File: config.mk
export PLATFORM = sky130hd
export DESIGN_NAME = pga_multi_interface_flat
export DESIGN_NICKNAME = d
export VERILOG_FILES = /design/src/rtl/pga_pkg.sv /design/src/rtl/pga_multi_interface_if.sv /design/src/rtl/pga_rr_arbiter.sv /design/src/rtl/pga_multi_interface.sv /design/src/flat_wrapper.sv
export SDC_FILE = /design/constraint.sdc
export NUM_CORES = 1
export LEC_CHECK = 0
export ABC_AREA = 1
export BUFFER_PORTS_ARGS = -buffer_cell sky130_fd_sc_hd__buf_4
export CORE_MARGIN = 5
export CORE_UTILIZATION = 40
export CTS_BUF_LIST = sky130_fd_sc_hd__clkbuf_8
export DETAILED_ROUTE_END_ITERATION = 8
export GPL_TIMING_DRIVEN = 0
export PLACE_DENSITY = 0.66
export SLEW_MARGIN = 20
export SYNTH_ARGS = -nofsm -noshare
export SYNTH_HDL_FRONTEND = slang
export SYNTH_HIERARCHICAL = 1
export SYNTH_SLANG_ARGS = --single-unit
File: constraint.sdc
create_clock -name sck -period 2.9 [get_ports sck]
set_input_delay 0.58 -clock sck [delete_from_list [all_inputs] [get_ports sck]]
set_output_delay 0.58 -clock sck [all_outputs]
set_load 0.005 [all_outputs]
File: src/rtl/pga_pkg.sv
// Shared FSM state type and sizing helpers for the multi-channel PGA writer.
package pga_pkg;

    typedef enum logic [2:0] {
        ST_IDLE  = 3'd0,
        ST_SETUP = 3'd1,
        ST_SHIFT = 3'd2,
        ST_HOLD  = 3'd3,
        ST_GAP   = 3'd4
    } state_e;

    // Bits needed to hold any value in 0..max_val.
    function automatic int cnt_width(input int max_val);
        if (max_val < 1) begin
            return 1;
        end else begin
            return $clog2(max_val + 1);
        end
    endfunction

    // Bits needed for a channel index; at least one bit for a single channel.
    function automatic int idx_width(input int n);
        if (n > 1) begin
            return $clog2(n);
        end else begin
            return 1;
        end
    endfunction

    function automatic int max_of(input int a, input int b);
        return (a > b) ? a : b;
    endfunction

endpackage

File: src/rtl/pga_multi_interface_if.sv
// Control-side request/status signals and PGA pin bus of the PGA writer.
interface pga_multi_interface_if #(
    parameter int N_CH   = 2,
    parameter int DATA_W = 8
);
    logic [N_CH*DATA_W-1:0] code_i;
    logic [N_CH-1:0]        set_i;
    logic                   ready_o;
    logic [N_CH-1:0]        pending_o;
    logic                   done_o;
    logic [N_CH*DATA_W-1:0] cur_code_o;
    logic [N_CH-1:0]        cs_n;
    logic                   sclk;
    logic                   mosi;

    // The writer: takes requests, drives status and the PGA pins.
    modport master (
        input  code_i, set_i,
        output ready_o, pending_o, done_o, cur_code_o, cs_n, sclk, mosi
    );

    // The surroundings: control logic issuing requests, PGAs listening.
    modport slave (
        output code_i, set_i,
        input  ready_o, pending_o, done_o, cur_code_o, cs_n, sclk, mosi
    );
endinterface

File: src/rtl/pga_rr_arbiter.sv
// Round-robin grant over per-channel pending requests.
module pga_rr_arbiter
    import pga_pkg::*;
#(
    parameter int N_CH  = 2,
    parameter int IDX_W = idx_width(N_CH)
) (
    input  logic [N_CH-1:0]  req_i,
    input  logic             en_i,
    input  logic [IDX_W-1:0] last_i,
    output logic [N_CH-1:0]  gnt_o,
    output logic [IDX_W-1:0] idx_o
);

    logic             found_s;
    logic [IDX_W-1:0] cand_s;

    // Search starting at the channel after the last one served; first requester wins.
    always_comb begin
        gnt_o   = {N_CH{1'b0}};
        idx_o   = {IDX_W{1'b0}};
        found_s = 1'b0;
        cand_s  = {IDX_W{1'b0}};
        for (int i = 1; i <= N_CH; i++) begin
            cand_s = IDX_W'((int'(last_i) + i) % N_CH);
            if (en_i && !found_s && req_i[cand_s]) begin
                found_s        = 1'b1;
                gnt_o[cand_s]  = 1'b1;
                idx_o          = cand_s;
            end else begin
            end
        end
    end

endmodule

File: src/rtl/pga_multi_interface.sv
// Serialises gain codes to N_CH PGAs over a shared sclk/mosi bus, one cs_n per channel.
module pga_multi_interface
    import pga_pkg::*;
#(
    parameter int N_CH     = 2,
    parameter int DATA_W   = 8,
    parameter int CLK_DIV  = 2,
    parameter int CS_SETUP = 1,
    parameter int CS_HOLD  = 1,
    parameter int CS_GAP   = 2
) (
    input logic                   sck,
    input logic                   rst,
    pga_multi_interface_if.master bus
);

    localparam int IDX_W   = idx_width(N_CH);
    localparam int CNT_MAX = max_of(max_of(CLK_DIV, CS_SETUP), max_of(CS_HOLD, CS_GAP));
    localparam int CNT_W   = cnt_width(CNT_MAX);
    localparam int BIT_W   = cnt_width(DATA_W);

    localparam logic [CNT_W-1:0] SETUP_LAST = CNT_W'(CS_SETUP - 1);
    localparam logic [CNT_W-1:0] DIV_LAST   = CNT_W'(CLK_DIV - 1);
    localparam logic [CNT_W-1:0] HOLD_LAST  = CNT_W'(CS_HOLD - 1);
    localparam logic [CNT_W-1:0] GAP_LAST   = CNT_W'(CS_GAP - 1);
    localparam logic [BIT_W-1:0] BIT_LAST   = BIT_W'(DATA_W - 1);

    state_e                 state_q, state_d;
    logic [CNT_W-1:0]       cnt_q, cnt_d;
    logic [BIT_W-1:0]       bit_q, bit_d;
    logic [DATA_W-1:0]      shift_q, shift_d;
    logic [DATA_W-1:0]      act_code_q, act_code_d;
    logic [N_CH-1:0]        sel_q, sel_d;
    logic [IDX_W-1:0]       last_q, last_d;
    logic [N_CH-1:0]        pending_q, pending_d;
    logic [N_CH*DATA_W-1:0] pend_code_q, pend_code_d;
    logic [N_CH*DATA_W-1:0] cur_code_q, cur_code_d;
    logic [N_CH-1:0]        cs_n_q, cs_n_d;
    logic                   sclk_q, sclk_d;
    logic                   mosi_q, mosi_d;
    logic                   done_q, done_d;
    logic                   ready_q, ready_d;

    logic                   start_s;
    logic                   gnt_en_s;
    logic [N_CH-1:0]        gnt_s;
    logic [IDX_W-1:0]       gnt_idx_s;

    // Grants are only taken when the bus is free: idle, or the last GAP cycle.
    assign gnt_en_s = (state_q == ST_IDLE) ||
                      ((state_q == ST_GAP) && (cnt_q == GAP_LAST));

    pga_rr_arbiter #(
        .N_CH  (N_CH),
        .IDX_W (IDX_W)
    ) u_arb (
        .req_i  (pending_q),
        .en_i   (gnt_en_s),
        .last_i (last_q),
        .gnt_o  (gnt_s),
        .idx_o  (gnt_idx_s)
    );

    // Frame sequencing, bit shifting and request capture.
    always_comb begin
        state_d     = state_q;
        cnt_d       = cnt_q;
        bit_d       = bit_q;
        shift_d     = shift_q;
        act_code_d  = act_code_q;
        sel_d       = sel_q;
        last_d      = last_q;
        pending_d   = pending_q;
        pend_code_d = pend_code_q;
        cur_code_d  = cur_code_q;
        cs_n_d      = cs_n_q;
        sclk_d      = sclk_q;
        mosi_d      = mosi_q;
        done_d      = 1'b0;
        start_s     = 1'b0;

        case (state_q)
            ST_IDLE: begin
                if (|pending_q) begin
                    start_s = 1'b1;
                end else begin
                    cs_n_d = {N_CH{1'b1}};
                end
            end
            ST_SETUP: begin
                if (cnt_q == SETUP_LAST) begin
                    state_d = ST_SHIFT;
                    cnt_d   = {CNT_W{1'b0}};
                    bit_d   = {BIT_W{1'b0}};
                    sclk_d  = 1'b0;
                end else begin
                    cnt_d = cnt_q + 1'b1;
                end
            end
            ST_SHIFT: begin
                if (cnt_q == DIV_LAST) begin
                    cnt_d = {CNT_W{1'b0}};
                    if (!sclk_q) begin
                        sclk_d = 1'b1;
                    end else if (bit_q == BIT_LAST) begin
                        state_d = ST_HOLD;
                        sclk_d  = 1'b0;
                    end else begin
                        // New low phase: the only point where mosi moves mid-frame.
                        bit_d   = bit_q + 1'b1;
                        sclk_d  = 1'b0;
                        shift_d = shift_q << 1'b1;
                        mosi_d  = shift_d[DATA_W-1];
                    end
                end else begin
                    cnt_d = cnt_q + 1'b1;
                end
            end
            ST_HOLD: begin
                if (cnt_q == HOLD_LAST) begin
                    state_d = ST_GAP;
                    cnt_d   = {CNT_W{1'b0}};
                    cs_n_d  = {N_CH{1'b1}};
                    mosi_d  = 1'b0;
                    done_d  = 1'b1;
                    for (int k = 0; k < N_CH; k++) begin
                        if (sel_q[k]) begin
                            cur_code_d[k*DATA_W +: DATA_W] = act_code_q;
                        end else begin
                        end
                    end
                end else begin
                    cnt_d = cnt_q + 1'b1;
                end
            end
            ST_GAP: begin
                if (cnt_q == GAP_LAST) begin
                    if (|pending_q) begin
                        start_s = 1'b1;
                    end else begin
                        state_d = ST_IDLE;
                    end
                end else begin
                    cnt_d = cnt_q + 1'b1;
                end
            end
            default: begin
                state_d = ST_IDLE;
                cnt_d   = {CNT_W{1'b0}};
                cs_n_d  = {N_CH{1'b1}};
                sclk_d  = 1'b0;
                mosi_d  = 1'b0;
            end
        endcase

        // Frame start: consume the granted pending code and drop its chip select.
        if (start_s) begin
            state_d = ST_SETUP;
            cnt_d   = {CNT_W{1'b0}};
            bit_d   = {BIT_W{1'b0}};
            sel_d   = gnt_s;
            last_d  = gnt_idx_s;
            cs_n_d  = ~gnt_s;
            sclk_d  = 1'b0;
            for (int k = 0; k < N_CH; k++) begin
                if (gnt_s[k]) begin
                    act_code_d   = pend_code_q[k*DATA_W +: DATA_W];
                    pending_d[k] = 1'b0;
                end else begin
                end
            end
            shift_d = act_code_d;
            mosi_d  = act_code_d[DATA_W-1];
        end else begin
        end

        // Capture after the grant so a set coinciding with its own start re-arms.
        for (int k = 0; k < N_CH; k++) begin
            if (bus.set_i[k]) begin
                pending_d[k]                    = 1'b1;
                pend_code_d[k*DATA_W +: DATA_W] = bus.code_i[k*DATA_W +: DATA_W];
            end else begin
            end
        end

        ready_d = (state_d == ST_IDLE) && (pending_d == {N_CH{1'b0}});
    end

    // Registers; reset releases chip selects and parks sclk at once, aborting any frame.
    always_ff @(posedge sck or posedge rst) begin
        if (rst) begin
            state_q     <= ST_IDLE;
            cnt_q       <= {CNT_W{1'b0}};
            bit_q       <= {BIT_W{1'b0}};
            shift_q     <= {DATA_W{1'b0}};
            act_code_q  <= {DATA_W{1'b0}};
            sel_q       <= {N_CH{1'b0}};
            last_q      <= IDX_W'(N_CH - 1);
            pending_q   <= {N_CH{1'b0}};
            pend_code_q <= {(N_CH*DATA_W){1'b0}};
            cur_code_q  <= {(N_CH*DATA_W){1'b0}};
            cs_n_q      <= {N_CH{1'b1}};
            sclk_q      <= 1'b0;
            mosi_q      <= 1'b0;
            done_q      <= 1'b0;
            ready_q     <= 1'b1;
        end else begin
            state_q     <= state_d;
            cnt_q       <= cnt_d;
            bit_q       <= bit_d;
            shift_q     <= shift_d;
            act_code_q  <= act_code_d;
            sel_q       <= sel_d;
            last_q      <= last_d;
            pending_q   <= pending_d;
            pend_code_q <= pend_code_d;
            cur_code_q  <= cur_code_d;
            cs_n_q      <= cs_n_d;
            sclk_q      <= sclk_d;
            mosi_q      <= mosi_d;
            done_q      <= done_d;
            ready_q     <= ready_d;
        end
    end

    assign bus.ready_o    = ready_q;
    assign bus.pending_o  = pending_q;
    assign bus.done_o     = done_q;
    assign bus.cur_code_o = cur_code_q;
    assign bus.cs_n       = cs_n_q;
    assign bus.sclk       = sclk_q;
    assign bus.mosi       = mosi_q;

endmodule

File: src/flat_wrapper.sv
// flat-port wrapper written by rule: the top's interface ports become plain ports
module pga_multi_interface_flat import pga_pkg::*;
#(
    parameter int N_CH     = 2,
    parameter int DATA_W   = 8,
    parameter int CLK_DIV  = 2,
    parameter int CS_SETUP = 1,
    parameter int CS_HOLD  = 1,
    parameter int CS_GAP   = 2
)
  (sck, rst, bus_code_i, bus_set_i, bus_ready_o, bus_pending_o, bus_done_o, bus_cur_code_o, bus_cs_n, bus_sclk, bus_mosi);
  pga_multi_interface_if #(.N_CH(N_CH), .DATA_W(DATA_W)) bus_i ();
  input logic sck;
  input logic rst;
  input wire logic [$bits(bus_i.code_i)-1:0] bus_code_i;
  input wire logic [$bits(bus_i.set_i)-1:0] bus_set_i;
  output wire logic [$bits(bus_i.ready_o)-1:0] bus_ready_o;
  output wire logic [$bits(bus_i.pending_o)-1:0] bus_pending_o;
  output wire logic [$bits(bus_i.done_o)-1:0] bus_done_o;
  output wire logic [$bits(bus_i.cur_code_o)-1:0] bus_cur_code_o;
  output wire logic [$bits(bus_i.cs_n)-1:0] bus_cs_n;
  output wire logic [$bits(bus_i.sclk)-1:0] bus_sclk;
  output wire logic [$bits(bus_i.mosi)-1:0] bus_mosi;
  assign bus_i.code_i = bus_code_i;
  assign bus_i.set_i = bus_set_i;
  assign bus_ready_o = bus_i.ready_o;
  assign bus_pending_o = bus_i.pending_o;
  assign bus_done_o = bus_i.done_o;
  assign bus_cur_code_o = bus_i.cur_code_o;
  assign bus_cs_n = bus_i.cs_n;
  assign bus_sclk = bus_i.sclk;
  assign bus_mosi = bus_i.mosi;
  pga_multi_interface #(.N_CH(N_CH), .DATA_W(DATA_W), .CLK_DIV(CLK_DIV), .CS_SETUP(CS_SETUP), .CS_HOLD(CS_HOLD), .CS_GAP(CS_GAP)) u_core (.sck(sck), .rst(rst), .bus(bus_i));
endmodule
==> impl_metrics.env, run 1 <==
export IMPL_status="completed"
export IMPL_postRouteWirelength_mm=6.86
export IMPL_port_buffers=42
export IMPL_min_path_type="in2async"
export IMPL_fmax_mhz=402
export IMPL_dp_hpwl_mm=5.03
export IMPL_die_w_um=99.9
export IMPL_core_rowCount=32
export IMPL_vias_per_cell=4.82
export IMPL_worstSetupPathType="reg2reg"
export IMPL_cts_sinks=67
export IMPL_grt_overflow_total=0
export IMPL_drc=0
export IMPL_post_route_period_util_pct=85.7
export IMPL_ys_types=35
export IMPL_cp_slowest_cell="dfrtp_1"
export IMPL_startpoint_type="register"
export IMPL_dp_cells=502
export IMPL_syn_instance_count=357
export IMPL_dpl_cell_area_um2=3710
export IMPL_n_antenna_cell=0
export IMPL_rsz0062_at_grt="false"
export IMPL_cts_root_buf="clkbuf_8"
export IMPL_drive_above_1_share_pct=28.1
export IMPL_path_buf_inv=4
export IMPL_ys_seq_area_share_pct=52.0
export IMPL_post_cts_buffers=0
export IMPL_vias=2495
export IMPL_place_congestion=0.851
export IMPL_start_util_pct=41.4
export IMPL_arrival_ns=2.72
export IMPL_critPathCaptureType="register"
export IMPL_tightest_slew_ns=0.562
export IMPL_path_max_fanout=10
export IMPL_cap_viol_max_count=0
export IMPL_maxSlewHeadroom_pct=62.5
export IMPL_cts_hold_buf=0
export IMPL_htree_levels=3
export IMPL_synth_nets=382
export IMPL_period_needed_ns=2.49
export IMPL_die_y_um=99.9
export IMPL_layout_common_cells="106 x nand2_1, 63 x dfrtp_1, 43 x buf_4, 40 x inv_1, 28 x o21ai_0"
export IMPL_slowest_delay_ns=0.41
export IMPL_grt_pass1_wl_mm=11.9
export IMPL_cts_tree="done"
export IMPL_layout_cells_most_common="nand2_1"
export IMPL_synth_area_um2=3240
export IMPL_yosysTopAreaCellShare_pct=48.7
export IMPL_synth_top_cell_by_area="dfrtp_1"
export IMPL_clockPowerShare_pct=19.5
export IMPL_power_leakage_nw=1.96
export IMPL_insertion_delay_ns=0.34
export IMPL_path_cells="inv_1 -> ha_1 -> inv_1 -> nand2_2 -> nand2_4 -> inv_1 -> nand2_1 -> a21oi_1 -> clkbuf_1 -> nand2_1 -> nand3_2 -> nand2_1 -> nand3_1 -> nand2_1"
export IMPL_instances_no_fill=518
export IMPL_p_sw_mw=1.68
export IMPL_post_cts_resized=0
export IMPL_switching_share_pct=41.8
export IMPL_power_internal_mw=2.34
export IMPL_hold_violations=0
export IMPL_grtUsageTotal_pct=15.0
export IMPL_drt_iter0_drc=152
export IMPL_core_area_um2=7810
export IMPL_nets=436
export IMPL_ys_warn_count=6
export IMPL_wl_per_cell_um=13.2
export IMPL_pwr_share_comb_pct=45.5
export IMPL_cpMostUsedCell="nand2_1"
export IMPL_antenna_left=0
export IMPL_synthesis_area_per_instance_um2=9.06
export IMPL_yosys_top_cells_area="dfrtp_1 49%, nand2_1 12%, inv_1 4.8%, o21ai_0 4.3%, o21ai_2 4.3%"
export IMPL_grt_pass1_vias=2428
export IMPL_clk_path_buf_depth=2
export IMPL_firstDrtPassIters=5
export IMPL_nFillCells=755
export IMPL_clk_pin_slew_ns=0.08
export IMPL_final_cell_area_um2=3910
export IMPL_die_area_um2=9990
export IMPL_finalMaxSlewViolations=0
export IMPL_p_per_area_nw_per_um2=1030
export IMPL_grt_antenna_before_repair=0
export IMPL_ir_drop_uv=361
export IMPL_required_ns=3.13
export IMPL_area_delta_synth_final_pct=20.9
export IMPL_io_pins=44
export IMPL_numCtsBuffers=9
export IMPL_grt_max_degree=44
export IMPL_pwr_share_seq_pct=35.0
export IMPL_finalClockSkew_ns=0.00797
export IMPL_cp_top_family="simple AND/OR/NAND/NOR gates"
export IMPL_ys_ff_latch=67
export IMPL_setup_viol=0
## layout make-up
class / instances / area, um2 / share of cell area [%]
clock buffers: 10 / 138 / 3.52
clock inverters: 6 / 65.1 / 1.66
flip-flops and latches: 67 / 1680 / 43.0
multi-input cells: 237 / 1320 / 33.7
inverters: 43 / 165 / 4.22
plain buffers: 10 / 71.3 / 1.82
well taps: 102 / 128 / 3.26
repair buffers: 43 / 343 / 8.77
## per-stage QoR
stage	hold slack, ns	total power, mW	utilization (%)	TNS, ns	setup WS [ns]
global placement	0.466	3.21	47.1	-12.35	-0.199
finish	0.214	4.02	50.1	0	0.415
global route	0.227	4.38	50.1	0	0.211
detailed placement	0.467	3.26	47.5	0	0.425
CTS	0.207	4.06	50.1	0	0.423
floorplan	0.459	2.71	-	0	0.643
## path summary, 6_finish.rpt
kind / startpoint / endpoint / depth (start not counted) / slack (ns)
setup / recovery: u_core/cnt_q[1] / u_core/bus.mosi / 14 / 0.41
hold / removal: rst / u_core/bus.cur_code_o[9] / 2 / 0.21
setup reg to reg: u_core/cnt_q[1] / u_core/bus.mosi / 14 / 0.41
hold reg to reg: u_core/bus.cs_n[0] / u_core/bus.cs_n[0] / 2 / 0.47
max in group asynchronous: rst / u_core/bus.ready_o / 3 / 2.11
min in group sck: bus_code_i[11] / u_core/pend_code_q[11] / 3 / 0.44
## kinds of logic (layout without fill, tap and decap cells)
group / count (synthesis) / after routing / share of synthesized area [%]
and+or+nand+nor: 155 / 155 / 22.7
xor gates and xnor gates: 1 / 1 / 0.271
adders and majority gates: 5 / 5 / 1.93
muxes: 7 / 7 / 2.44
DFF: 67 / 67 / 52.0
buffers and inverters: 53 / 112 / 7.23
AOI/OAI and AO/OA: 69 / 69 / 13.4
## power by group through the flow
| stage | combinational (mW) | clock (mW) | sequential (mW) |
|---|---|---|---|
| floorplan | 1.31 | 0 | 1.40 |
| global placement | 1.80 | 0 | 1.41 |
| finish | 1.83 | 0.782 | 1.41 |
| global route | 2.08 | 0.854 | 1.45 |
| CTS | 1.84 | 0.810 | 1.41 |
| detailed placement | 1.84 | 0 | 1.42 |
## state kept, by name (all words and copies together) (netlist names)
register / flops
u_core/bus.cur_code_o: 16
u_core/pend_code_q: 16
u_core/act_code_q: 8
u_core/shift_q: 7
u_core/bit_q: 4
u_core/state_q: 3
u_core/bus.cs_n: 2
u_core/bus.pending_o: 2
u_core/cnt_q: 2
u_core/sel_q: 2
u_core/bus.done_o: 1
u_core/bus.mosi: 1
u_core/bus.ready_o: 1
u_core/bus.sclk: 1
u_core/last_q: 1
## worst register-to-register path, cell delays in order (launching register included)
cell	delay, ns
dfrtp_1	0.41
inv_1	0.09
ha_1	0.26
inv_1	0.12
nand2_2	0.13
nand2_4	0.09
inv_1	0.12
nand2_1	0.08
a21oi_1	0.21
clkbuf_1	0.40
nand2_1	0.18
nand3_2	0.11
nand2_1	0.07
nand3_1	0.07
nand2_1	0.05
## synth_stat cells
library cell / instances
a22oi_1: 2
nand2_2: 4
dfrtp_1: 63
buf_6: 2
nand4_1: 1
nor2_1: 8
and2_1: 1
xor2_1: 1
nor2_2: 3
nor3_1: 1
clkinv_2: 1
nand2_4: 3
buf_4: 1
a21oi_1: 7
buf_8: 1
buf_2: 3
dfstp_2: 4
o21ai_1: 7
nand3_1: 18
a21boi_0: 1
ha_1: 5
nor2_8: 1
o21ai_2: 16
nand2_1: 106
nand3_4: 2
inv_2: 1
o211ai_1: 7
or2_2: 1
a21oi_2: 1
clkbuf_1: 3
o21ai_0: 28
nor2_4: 1
mux2_2: 7
nand3_2: 5
inv_1: 41
## metal layers
metal / global-route usage [%] / share of wire, % / vias to the layer above
met1: 21.5 / 49 / 1157
met4: 7.04 / 1.5 / 0
met3: 2.57 / 4.5 / 9
li1: - / - / 1262
met2: 22.0 / 45 / 67
met5: 0 / 0 / -
No activity file was read; power rests on OpenSTA's default activity.
==> inputs of run 2 (changes only) <==
CTS_CLUSTER_SIZE = 14   (was not set)
SYNTH_HIERARCHICAL = not set   (was 1)
==> run 2 against run 1 <==
Sequential cell count unchanged. Combinational power shrank 90%. Core utilization shrank 0.13 points. Worst setup slack better by 0.63 ns. Hold slack worse by 0.034 ns. Routed wire length is 0.12% higher. First-iteration DRC count increased by 21%. Global-route usage about the same. Critical endpoint is now u_core.shift_q[1]. Highest routed layer unchanged.
==> impl_metrics.env, run 2 <==
export IMPL_grtUsageTotal_pct=15.0
export IMPL_grt_pass1_wl_mm=11.9
export IMPL_clk_pin_slew_ns=0.08
export IMPL_drc=0
export IMPL_port_buffers=42
export IMPL_setup_viol=0
export IMPL_finalMaxSlewViolations=0
export IMPL_layout_common_cells="100 x nand2_1, 63 x dfrtp_1, 42 x buf_4, 37 x inv_1, 31 x o21ai_0"
export IMPL_grt_pass1_vias=2533
export IMPL_crit_start="u_core.cnt_q[1]"
export IMPL_cts_hold_buf=0
export IMPL_post_cts_buffers=0
export IMPL_die_area_um2=9900
export IMPL_hold_violations=0
export IMPL_firstDrtPassIters=4
export IMPL_layout_cells_most_common="nand2_1"
export IMPL_finalClockSkew_ns=0.0131
export IMPL_ys_seq_area_share_pct=52.5
export IMPL_ir_drop_uv=237
export IMPL_drive_above_1_share_pct=26.6
export IMPL_min_path_type="in2async"
export IMPL_required_ns=3.17
export IMPL_synth_area_um2=3200
export IMPL_grt_overflow_total=0
export IMPL_antenna_left=0
export IMPL_reg2reg_from="u_core.cnt_q[1]"
export IMPL_io_pins=44
export IMPL_power_leakage_nw=2.00
export IMPL_pwr_share_seq_pct=51.3
export IMPL_grt_max_degree=50
export IMPL_postRouteWirelength_mm=6.87
export IMPL_tightest_slew_ns=0.342
export IMPL_finalPower_mw=2.01
export IMPL_ys_types=30
export IMPL_path_max_fanout=10
export IMPL_drt_iter0_drc=184
export IMPL_place_congestion=0.878
export IMPL_wl_per_cell_um=13.0
export IMPL_ys_ff_latch=67
export IMPL_synth_edff_count=0
export IMPL_core_area_um2=7770
export IMPL_critPathCaptureType="register"
export IMPL_fin_hold_ws_ns=0.180
export IMPL_p_sw_mw=0.523
export IMPL_synth_top_cell_by_area="dfrtp_1"
export IMPL_cts_root_buf="clkbuf_8"
export IMPL_synthTopCellsByCount="100 x nand2_1, 63 x dfrtp_1, 38 x inv_1"
export IMPL_insertion_delay_ns=0.35
export IMPL_start_util_pct=41.2
export IMPL_rsz0062_at_grt="false"
export IMPL_synth_most_common_cell="nand2_1"
export IMPL_post_cts_resized=0
export IMPL_async_flop_share_pct=100
export IMPL_dp_hpwl_mm=5.14
export IMPL_htree_levels=3
export IMPL_post_route_period_util_pct=64.1
export IMPL_fmax_mhz=538
export IMPL_startpoint_type="register"
export IMPL_clockPowerShare_pct=40.0
export IMPL_yosys_top_cells_area="dfrtp_1 49%, nand2_1 12%, o21ai_0 4.8%, inv_1 4.5%, dfstp_2 3.3%"
export IMPL_synth_nets=391
export IMPL_worstSetupPathType="reg2reg"
export IMPL_vias_per_cell=4.85
export IMPL_cts_sinks=67
export IMPL_power_internal_mw=1.48
export IMPL_synthesis_area_per_instance_um2=8.75
export IMPL_switching_share_pct=26.0
export IMPL_synth_flop_cell="dfrtp_1"
export IMPL_ys_warn_count=0
export IMPL_arrival_ns=2.13
export IMPL_p_per_area_nw_per_um2=517
export IMPL_status="completed"
export IMPL_cts_tree="done"
export IMPL_area_delta_synth_final_pct=21.2
export IMPL_clk_path_buf_depth=2
export IMPL_syn_instance_count=366
export IMPL_yosysTopAreaCellShare_pct=49.2
export IMPL_n_antenna_cell=0
export IMPL_cap_viol_max_count=0
export IMPL_pwr_share_comb_pct=8.7
export IMPL_maxSlewHeadroom_pct=77.2
export IMPL_nets=445
export IMPL_die_w_um=99.5
export IMPL_grt_antenna_before_repair=0
export IMPL_core_rowCount=32
export IMPL_vias=2557
export IMPL_period_needed_ns=1.86
export IMPL_numCtsBuffers=9
export IMPL_die_y_um=99.5
## run 2: worst paths after layout
kind                       slack [ns]                        to  cells after the start
setup reg to reg                 1.04         u_core.shift_q[1]                     11
hold reg to reg                  0.49  u_core.bus.cur_code_o[8]                      2
max in group asynchronous        2.21    u_core.pend_code_q[13]                      3
min in group sck                 0.43     u_core.pend_code_q[4]                      3
hold / removal                   0.18         u_core.bus.done_o                      2
setup / recovery                 1.04         u_core.shift_q[1]                     11
## run 2: worst max-delay path, stage by stage, from the launching register on
cell,delay [ns]
dfrtp_1,0.42
inv_1,0.11
ha_1,0.24
inv_1,0.07
nand2_2,0.09
nand2_4,0.09
nor2_4,0.26
inv_2,0.08
buf_6,0.16
nand3_2,0.07
nand2_1,0.07
a21oi_1,0.13
## run 2: power by group through the flow
| stage | clock, mW | combinational (mW) | sequential [mW] |
|---|---|---|---|
| final | 0.804 | 0.175 | 1.03 |
| after detailed placement | 0 | 0.179 | 1.05 |
| after CTS | 0.825 | 0.180 | 1.03 |
| after global placement | 0 | 0.168 | 1.05 |
| after global routing | 0.881 | 0.201 | 1.04 |
| after floorplan | 0 | 0.101 | 1.04 |
## run 2: cell families (layout without fill, tap and decap cells)
family                   count (synthesis)  count (layout)  share of synthesized area (%)
XOR/XNOR                                 1               1                          0.273
AO/OA/AOI/OAI                           73              73                           13.2
multiplexers                             1               1                          0.352
buffers and inverters                   53             112                           7.30
AND/OR/NAND/NOR                        166             166                           24.4
adder cells (fa/ha/maj)                  5               5                           1.95
flip-flops                              67              67                           52.5
## run 2: stage by stage
| step | TNS [ns] | cells | util [%] | instance area [um2] | worst slack [ns] |
|---|---|---|---|---|---|
| 2_1_floorplan | 0 | 366 | - | 3200 | 0.643 |
| 3_3_place_gp | -9.44 | 510 | 46.9 | 3650 | -0.152 |
| 3_5_place_dp | 0 | 511 | 47.3 | 3680 | 1.04 |
| 4_1_cts | 0 | 527 | 50.0 | 3880 | 1.03 |
| 5_1_grt | 0 | 527 | 50.0 | 3880 | 0.861 |
| 6_report | 0 | 527 | 50.0 | 3880 | 1.04 |
## run 2: layout make-up
class,instances,area [um2]
fillers,768,3890
inverters,44,169
plain buffers,9,67.6
well taps,102,128
flip-flops and latches,67,1680
clock inverters,7,81.3
multi-input cells,246,1290
clock buffers,9,124
repair buffers,43,343
## run 2: metal layers
metal	global-route usage [%]	vias up	part of all wire (%)
met2	23.2	67	47
met4	7.14	0	1.9
met5	0	-	0
met1	20.3	1184	47
li1	-	1292	-
met3	2.95	14	4.7
==> inputs of run 3 (changes only) <==
PLACE_DENSITY = 0.68   (was 0.66)
clock period = 1.5 ns   (was 2.9 ns; I/O delays follow)
==> run 3 against run 2 <==
The run now ends with negative setup slack left. Core utilization increased by 6.7 points. Clock skew is 0.0041 ns lower. Via count rose by 6.0%. Die area is the same. Sequential power up 94%. Maximum frequency rose by 16%. Count of clock-buffer cells in the layout unchanged. Largest power group unchanged.
==> impl_metrics.env, run 3 (same netlist as run 2, synthesis figures left out) <==
export IMPL_status="finished with violations"
export IMPL_tightest_slew_ns=0.383
export IMPL_final_cell_area_um2=4400
export IMPL_n_antenna_cell=0
export IMPL_cp_depth=12
export IMPL_drive_above_1_share_pct=41.0
export IMPL_vias_per_cell=4.90
export IMPL_nets=471
export IMPL_worstSetupPathType="reg2reg"
export IMPL_grt_use_met1_pct=22.2
export IMPL_path_max_fanout=5
export IMPL_power_leakage_nw=2.20
export IMPL_min_path_type="in2reg"
export IMPL_drt_iter0_drc=179
export IMPL_clk_pin_slew_ns=0.08
export IMPL_reg2reg_from="u_core.cnt_q[1]"
export IMPL_met2_usage_pct=24.6
export IMPL_critPathCaptureType="register"
export IMPL_p_per_area_nw_per_um2=849
export IMPL_wl_per_cell_um=14.0
export IMPL_holdPathEnd="u_core.pend_code_q[6]"
export IMPL_place_congestion=0.865
export IMPL_grt_pass1_wl_mm=12.7
export IMPL_timing_final_ws_setup_ns=-0.108
export IMPL_postRouteWirelength_mm=7.76
export IMPL_layout_cells_most_common="nand2_1"
export IMPL_grt_overflow_total=0
export IMPL_utilization_pct=56.6
export IMPL_ir_drop_uv=412
export IMPL_htree_levels=3
export IMPL_die_y_um=99.5
export IMPL_vias=2710
export IMPL_tns_ns=-0.955
export IMPL_arrival_ns=1.85
export IMPL_hold_start="bus_code_i[6]"
export IMPL_finalClockSkew_ns=0.00898
export IMPL_required_ns=1.74
export IMPL_grtUsageTotal_pct=16.2
export IMPL_antenna_left=0
export IMPL_fin_hold_ws_ns=0.147
export IMPL_dpl_cell_area_um2=3700
export IMPL_hold_depth=3
export IMPL_period_needed_ns=1.61
export IMPL_rrSetupSlack_ns=-0.11
export IMPL_grt_pass1_vias=2599
export IMPL_cts_root_buf="clkbuf_8"
export IMPL_area_delta_synth_final_pct=37.3
export IMPL_insertion_delay_ns=0.35
export IMPL_setup_viol=20
export IMPL_finalMaxSlewViolations=0
export IMPL_cp_slowest_cell="dfrtp_1"
export IMPL_grt_busiest_layer="met2"
export IMPL_clk_path_buf_depth=2
export IMPL_hold_violations=0
export IMPL_post_route_period_util_pct=107
export IMPL_layout_common_cells="89 x nand2_1, 61 x dfrtp_1, 58 x buf_4, 32 x inv_1, 22 x o21ai_2"
export IMPL_slowest_delay_ns=0.39
export IMPL_core_rowCount=32
export IMPL_cts_tree="done"
export IMPL_cp_top_family="simple AND/OR/NAND/NOR gates"
export IMPL_grt_util_met3_pct=3.30
export IMPL_port_buffers=42
export IMPL_cap_viol_max_count=0
export IMPL_timing_rr_end="u_core.bus.sclk"
export IMPL_grt_antenna_before_repair=0
export IMPL_firstDrtPassIters=4
export IMPL_rsz0062_at_grt="true"
export IMPL_start_util_pct=41.2
export IMPL_core_area_um2=7770
export IMPL_fmax_mhz=622
export IMPL_startpoint_type="register"
export IMPL_die_w_um=99.5
export IMPL_maxSlewHeadroom_pct=74.5
export IMPL_io_pins=44
export IMPL_grt_max_degree=30
export IMPL_cts_sinks=67
export IMPL_finalPower_mw=3.74
export IMPL_die_area_um2=9900
export IMPL_path_cells="inv_2 -> ha_4 -> inv_2 -> nand2_4 -> nand2_8 -> nor2_4 -> inv_2 -> buf_6 -> nand2_4 -> nand3_1 -> nand2_1 -> o21ai_1"
export IMPL_path_buf_inv=4
export IMPL_r2r_cells=12
export IMPL_numCtsBuffers=9
export IMPL_drc=0
export IMPL_failed_checks="negative setup slack"
export IMPL_dp_hpwl_mm=5.33
export IMPL_cpMostUsedCell="inv_2"
run 3: cell count changes in the layout (fill, tap and decap cells not counted), sizes merged:
cell,previous run,this run
buf,50,73
clkinv,1,4
inv,48,45
clkbuf,11,13
bufinv,1,0
clkinvlp,1,2
dlygate4sd3,0,1
run 3: final cells by class:
cell class | instances | area (um2)
Tap cell | 102 | 128
Buffer | 9 | 93.8
Inverter | 44 | 179
Clock buffer | 9 | 124
Clock inverter | 7 | 52.6
Sequential cell | 67 | 1680
Fill cell | 704 | 3370
Timing Repair Buffer | 69 | 607
Multi-Input combinational cell | 246 | 1530
run 3: what timing repair did:
action | in CTS | in global routing
buffers inserted | 7 | 13
setup endpoints to repair | 30 | 44
hold buffers | 1 | 0
cloned | 0 | 4
endpoints found under the hold margin | 9 | 0
pin swaps | 6 | 15
resized for setup | 16 | 80
run 3: through the flow:
| stage | worst slack, ns | cells |
|---|---|---|
| after detailed placement | -0.228 | 512 |
| after floorplan | -0.0253 | 366 |
| after CTS | -0.0656 | 536 |
| after global placement | -0.193 | 510 |
| after global routing | -0.184 | 553 |
| final | -0.108 | 553 |
run 3: routing by layer:
layer  vias up  share of wire [%]
met2        65                 47
met1      1289                 47
met4         0                1.6
met5         -                  0
met3        14                4.5
li1       1342                  -
run 3: how the worst max path moves through the flow:
stage,startpoint,end
floorplan,u_core.cnt_q[1],u_core.bus.mosi
global route,u_core.cnt_q[1],u_core.bus.mosi
CTS,u_core.cnt_q[1],u_core.bus.mosi
detailed placement,u_core.cnt_q[1],u_core.shift_q[5]
global placement,u_core.cnt_q[1],u_core.bus.mosi
finish,u_core.cnt_q[1],u_core.bus.sclk
run 3: tightest hold or removal path, delay by kind of cell:
kind,cells,cell delay (ns)
AND/OR/NAND/NOR,2,0.09
buffers and inverters,1,0.08
run 3: report_power, final:
| group | internal (mW) | switching (mW) | leakage [nW] |
|---|---|---|---|
| sequential | 1.92 | 0.0787 | 0.815 |
| clock | 0.610 | 0.744 | 0.0900 |
| combinational | 0.176 | 0.205 | 1.29 |
